==> src/rtl/if_id_fetch_queue.sv <==
// Fetch-to-decode instruction queue: buffers {pc, instr} pairs from fetch,
// presents the head to decode first-word-fall-through, and throttles fetch via a registered stall.
module if_id_fetch_queue #(
    parameter int          DEPTH     = 4,
    parameter int          AW        = 2,
    parameter int          SKID      = 2,
    parameter logic [31:0] NOP_INSTR = 32'h00000013
) (
    input  logic          clk_i,
    input  logic          rst_i,
    input  logic [31:0]   pc_i,
    input  logic [31:0]   instr_i,
    input  logic          valid_i,
    input  logic          flush_i,
    output logic          stall_o,
    output logic [31:0]   pc_o,
    output logic [31:0]   instr_o,
    output logic          valid_o,
    input  logic          ready_i,
    output logic [AW:0]   count_o,
    output logic          overflow_o
);

    localparam logic [AW:0] FULL_CNT  = (AW+1)'(DEPTH);
    localparam logic [AW:0] STALL_CNT = (AW+1)'(DEPTH - SKID);

    logic [63:0]   mem [DEPTH];
    logic [AW-1:0] wr_ptr;
    logic [AW-1:0] rd_ptr;
    logic [AW:0]   count;
    logic          stall_q;
    logic          overflow_q;

    logic          pop;
    logic          push;
    logic          drop;
    logic [AW:0]   count_next;
    logic [63:0]   head;

    always_comb begin
        pop        = valid_o & ready_i & ~flush_i;
        push       = valid_i & ~flush_i & ((count < FULL_CNT) | pop);
        drop       = valid_i & ~flush_i & ~push;
        count_next = count + (AW+1)'(push) - (AW+1)'(pop);
    end

    // Storage carries no reset; only pointers and flags are initialised.
    always_ff @(posedge clk_i) begin
        if (push) begin
            mem[wr_ptr] <= {pc_i, instr_i};
        end
    end

    always_ff @(posedge clk_i) begin
        if (rst_i) begin
            wr_ptr     <= '0;
            rd_ptr     <= '0;
            count      <= '0;
            stall_q    <= 1'b0;
            overflow_q <= 1'b0;
        end else if (flush_i) begin
            // Redirect: everything buffered or arriving this cycle is wrong-path.
            wr_ptr     <= '0;
            rd_ptr     <= '0;
            count      <= '0;
            stall_q    <= 1'b0;
        end else begin
            if (push) wr_ptr <= wr_ptr + 1'b1;
            if (pop)  rd_ptr <= rd_ptr + 1'b1;
            count   <= count_next;
            stall_q <= (count_next >= STALL_CNT);
            if (drop) overflow_q <= 1'b1;
        end
    end

    always_comb begin
        head    = mem[rd_ptr];
        valid_o = (count != '0);
        pc_o    = valid_o ? head[63:32] : 32'h0;
        instr_o = valid_o ? head[31:0]  : NOP_INSTR;
    end

    assign stall_o    = stall_q;
    assign count_o    = count;
    assign overflow_o = overflow_q;

endmodule

==> config.mk <==
export PLATFORM = sky130hd
export DESIGN_NAME = if_id_fetch_queue
export DESIGN_NICKNAME = d
export VERILOG_FILES = /design/src/rtl/if_id_fetch_queue.sv
export SDC_FILE = /design/constraint.sdc
export NUM_CORES = 1
export LEC_CHECK = 0
export ABC_AREA = 1
export CAP_MARGIN = 15
export CORE_ASPECT_RATIO = 1.1
export CORE_MARGIN = 1
export CORE_UTILIZATION = 59
export CTS_CLUSTER_DIAMETER = 150
export CTS_CLUSTER_SIZE = 8
export DETAILED_ROUTE_END_ITERATION = 6
export PLACE_DENSITY = 0.88
export SLEW_MARGIN = 20
export SYNTH_ARGS = -nofsm -noshare
export SYNTH_HDL_FRONTEND = slang
export SYNTH_SLANG_ARGS = --single-unit
==> constraint.sdc <==
create_clock -name clk_i -period 9 [get_ports clk_i]
set_input_delay 0.9 -clock clk_i [delete_from_list [all_inputs] [get_ports clk_i]]
set_output_delay 0.9 -clock clk_i [all_outputs]
set_load 0.005 [all_outputs]
# Yosys cells after proc, flatten, opt, wreduce, memory -nomap -nowiden
# Memory sizes are Yosys's and may differ from the RTL's. A register that Yosys moved wholly into a read port is not among the register bits.
# Index checks and enable logic that the tools add are counted.
# Widths: inputs -> output; s select.
# word_totals
output_inout_bits,70
inputBits,69
regBits,9
ramBits,256
word_cells,29
n_memories,1
# op_classes
n_reduce_logical,3
mux,6
bitwise_logic,8
order_cmp,2
n_addsub,4
# mem_list
name,depth,width,read_ports,rd_ports_with_merged_regs,write_ports,line,rtl
mem,4,64,1,1,1,27,logic [63:0] mem [DEPTH];
# ops
op,n
$mux 32,2
$and 1x1->1,5
$add 2x1->2 const B,2
$mux 2,2
$add 3x1->3,1
$ge 3x2->1 const B,1
$lt 3x3->1 const B,1
$reduce_bool 3->1,1
$sub 3x1->3,1
$mux 1,2
$not 1->1,2
$reduce_and 2->1,1
$reduce_or 2->1,1
$or 1x1->1,1

# Depth between registers and ports, before layout
# logic_depth
ltp_word,8
ltp_mapped,13
ltp_nobuf,13

# Worst setup path before layout
# Ideal clock, no wire load.
# synth_timing
path_type,input to register
from,input port ready_i
to,"memory mem[0][0], enable pin"
setup_slack_ns,4.348
cell_stages,4
setup_time_ns,0.487
path_buffers,0
t_required_ns,8.513
arrival_time_ns,4.165
cell_sequence,inv_1 o21ai_0 nand2_1 nor2_1
# synth_via
elab_chain_cells,6
# synth_lines
item,line,rtl
start: declaration,19,"input logic ready_i,"
$and 1x1->1 (2 in a row),41,pop = valid_o & ready_i & ~flush_i;
$or 1x1->1,42,push = valid_i & ~flush_i & ((count < FULL_CNT) | pop);
$and 1x1->1,42,
$mux 1,49,if (push) begin
$mux 1 (not written as such),50,"mem[wr_ptr] <= {pc_i, instr_i};"
end: declaration,27,
# No other way between the ends.

==> impl_metrics.py <==
metrics = {
    "synthesis": {
        "synth_area_um2": 10500,
        "synth_most_common_cell": "nor2_1",
        "yosys.area.top_type": "edfxtp_1",
        "synth_nets": 912,
        "syn_inst": 836,
        "ys_types": 19,
        "yosys.area_share.simple": 0.106,
        "synth_edf_count": 256,
        "async_flop_share": 0,
        "ys.flop_type": "edfxtp_1",
        "synth_top_family_by_area": "simple AND/OR/NAND/NOR gates",
        "synth_fa_ha_area_frac": 0.00905,
        "synthTopCellsByArea": "edfxtp_1 73%, nor2_1 9.2%, o21ai_0 5.8%",
        "synth_top_cell_area_share": 0.731,
        "synth_compound_area_frac": 0.0938,
        "synthTopCellsByCount": "259 x nor2_1, 256 x edfxtp_1, 121 x o21ai_0",
        "yosysSeqAreaShare": 0.752,
        "ys_warn_count": 0,
        "synthXorXnorAreaFrac": 0,
        "synth_seq_cells": 267,
        "synth.area.mux_share": 0,
        "syn_avg_cell_area_um2": 12.6,
    },
    "critical_path": {
        "critical_path.max_stage_delay_ns": 0.71,
        "worstSetupEndpointType": "primary output",
        "crit_required_ns": 8.10,
        "r2r_cells": 4,
        "slowest_stage": "buf_4",
        "cp-start-kind": "flop",
        "timing.rr.start": "count_o[2]",
        "criticalPathCategory": "reg2out",
        "regToRegEndpoint": "mem[0][15]",
        "ff2ff_setup_slack_ns": 6.33,
        "crit_path_max_fanout": 94,
        "crit_buf_inv": 3,
        "critical-path-top-delay-family": "buffers and inverters",
        "crit_chain": "clkinv_2 > buf_4 > o21ai_0 > a21oi_1 > clkdlybuf4s50_1",
        "critPathArrivalTime_ns": 3.16,
        "path_depth": 5,
    },
    "cts": {
        "cts.sinks": 267,
        "path_clk_slew_ns": 0.05,
        "root_buffer": "clkbuf_16",
        "clockBufferDepth": 3,
        "cts_tree": "yes",
        "cts.htree.levels": 2,
        "postCtsSetupRepairBufs": 0,
        "cts-buffers-inserted": 39,
        "clock_latency_ns": 0.49,
        "postCtsHoldBufs": 0,
        "postCtsResizedCells": 0,
    },
    "global_route": {
        "use_met2": 0.438,
        "antenna_found_initial": 2,
        "grt_pass1_wl_mm": 35.4,
        "grt_use_met3": 0.0508,
        "grt_max_degree": 109,
        "grt-ovfl-total": 0,
        "met1_usage": 0.314,
        "grt.total_usage": 0.258,
        "gr-max-usage-layer": "met2",
        "grt_pass1_vias": 7123,
    },
    "floorplanning": {
        "start_util": 0.611,
        "die_area_um2": 18400,
        "die_w_um": 129,
        "rows": 50,
        "pin_count": 139,
        "core_area_um2": 17200,
        "die_h_um": 142,
    },
    "detailed_routing": {
        "wl_mm": 22.9,
        "ant_nets": 0,
        "num_vias": 6961,
        "drt_iter0_markers": 657,
        "post-route-drc-count": 0,
        "viasPerCell": 5.71,
        "wl_per_cell_um": 18.8,
        "firstDrtPassIters": 5,
    },
    "sta": {
        "rsz0062_at_grt": "no",
        "setup_ws_ns": 4.94,
        "worst_pin_slew_ns": 0.971,
        "finalSetupTns_ns": 0,
        "skew_ns": 0.00968,
        "relSlewSlack": 0.353,
        "setup_viol": 0,
        "finalCritPeriodShare": 0.451,
        "max_freq_ghz": 0.246,
        "final_max_slew_viol_count": 0,
        "hold_viol": 0,
        "hold_slack_ns": 0.451,
        "post-route-min-period_ns": 4.06,
    },
    "worst_hold_path": {
        "min_path_cells": 2,
        "min_to": "overflow_o",
        "hold_class": "reg2reg",
        "min-delay-start": "overflow_o",
    },
    "final_layout": {
        "layout-drive-gt1-share": 0.0620,
        "fillers": 1020,
        "final_nets": 1053,
        "area_growth_syn_to_layout_pct": 24.0,
        "fin_cells": 1219,
    },
    "pwr": {
        "p_per_area_nw_per_um2": 214,
        "p_leak_nw": 4.45,
        "peakVddDrop_uv": 156,
    },
    "place": {
        "place_congestion": 0.735,
        "dp_hpwl_mm": 12.3,
        "io_buffers": 138,
        "place_inst": 1170,
        "dp_slack_ns": 5.05,
    },
    "run_status": {
        "status": "completed",
    },
    "job": {
        "max_cap_violations": 0,
    },
}
-- stage by stage --
step,instance area [um^2],utilization,power [mW]
floorplan,10500,-,1.46
global placement,12000,0.696,1.54
detailed placement,12000,0.696,1.55
CTS,13000,0.757,2.81
global route,13000,0.758,2.87
finish,13000,0.758,2.79
-- flip-flops by register name (all words and copies together), names as in the netlist, named ones only --
name,count
count_o,3
overflow_o,1
rd_ptr,2
wr_ptr,2
stall_o,1
mem,256
-- worst register-to-register path, stage by stage (launching register included) --
cell and delay (ns):
dfxtp_1 0.35, o21ai_0 0.20, nand2_1 0.37, nor2_4 0.71, buf_4 0.63
-- routing by layer --
metal  vias up  share of wire
met1      3317           0.38
met4         2          0.030
li1       3205              -
met3        60          0.081
met2       377           0.51
met5         -        0.00074
-- layout by cell type (no fill, tap or decap), types with 2 or more instances in the layout --
master	synthesis	final
clkdlybuf4s50_1	0	138
nor2_4	0	4
edfxtp_1	256	256
ha_1	6	6
nand2_1	26	26
o21ai_1	5	5
inv_1	22	22
clkbuf_16	0	41
o21ai_0	121	121
a21oi_1	71	71
inv_2	3	2
clkbuf_1	10	6
buf_4	3	8
dfxtp_1	11	9
nand3_1	6	6
nor2_1	259	255
-- area by class of cell --
cell class / count / area (um^2) / area share
Antenna cell: 1 / 2.50 / 0.000192
Clock buffer: 47 / 1050 / 0.0804
Clock inverter: 1 / 6.26 / 0.000480
Inverter: 25 / 95.1 / 0.00730
Multi-Input combinational cell: 497 / 2220 / 0.171
Sequential cell: 267 / 7910 / 0.607
Tap cell: 234 / 293 / 0.0225
Timing Repair Buffer: 147 / 1450 / 0.111
-- worst max-delay path by stage --
stage,from,end,slack (ns)
2_1_floorplan,ready_i,mem[0][0],4.35
3_3_place_gp,ready_i,mem[0][20],5.12
3_5_place_dp,flush_i,mem[0][20],5.05
4_1_cts,flop,pc_o[16],4.87
5_1_grt,flop,instr_o[1],4.71
6_report,flop,pc_o[6],4.94
-- power by group --
group	leakage [nW]	switching (mW)	internal, mW
Sequential	2.41	0.00600	1.39
Combinational	1.52	0.0715	0.0639
Clock	0.517	0.463	0.802
Total	4.45	0.541	2.25
-- kinds of logic (layout without fill, tap and decap cells) --
kind of cell    after synthesis  count (layout)
compound gates              197             197
other cells                   0               1
simple gates                293             293
fa+ha+maj                     7               7
buf+inv                      72             220
flops                       267             267
Power figures use the tool's default switching activity.
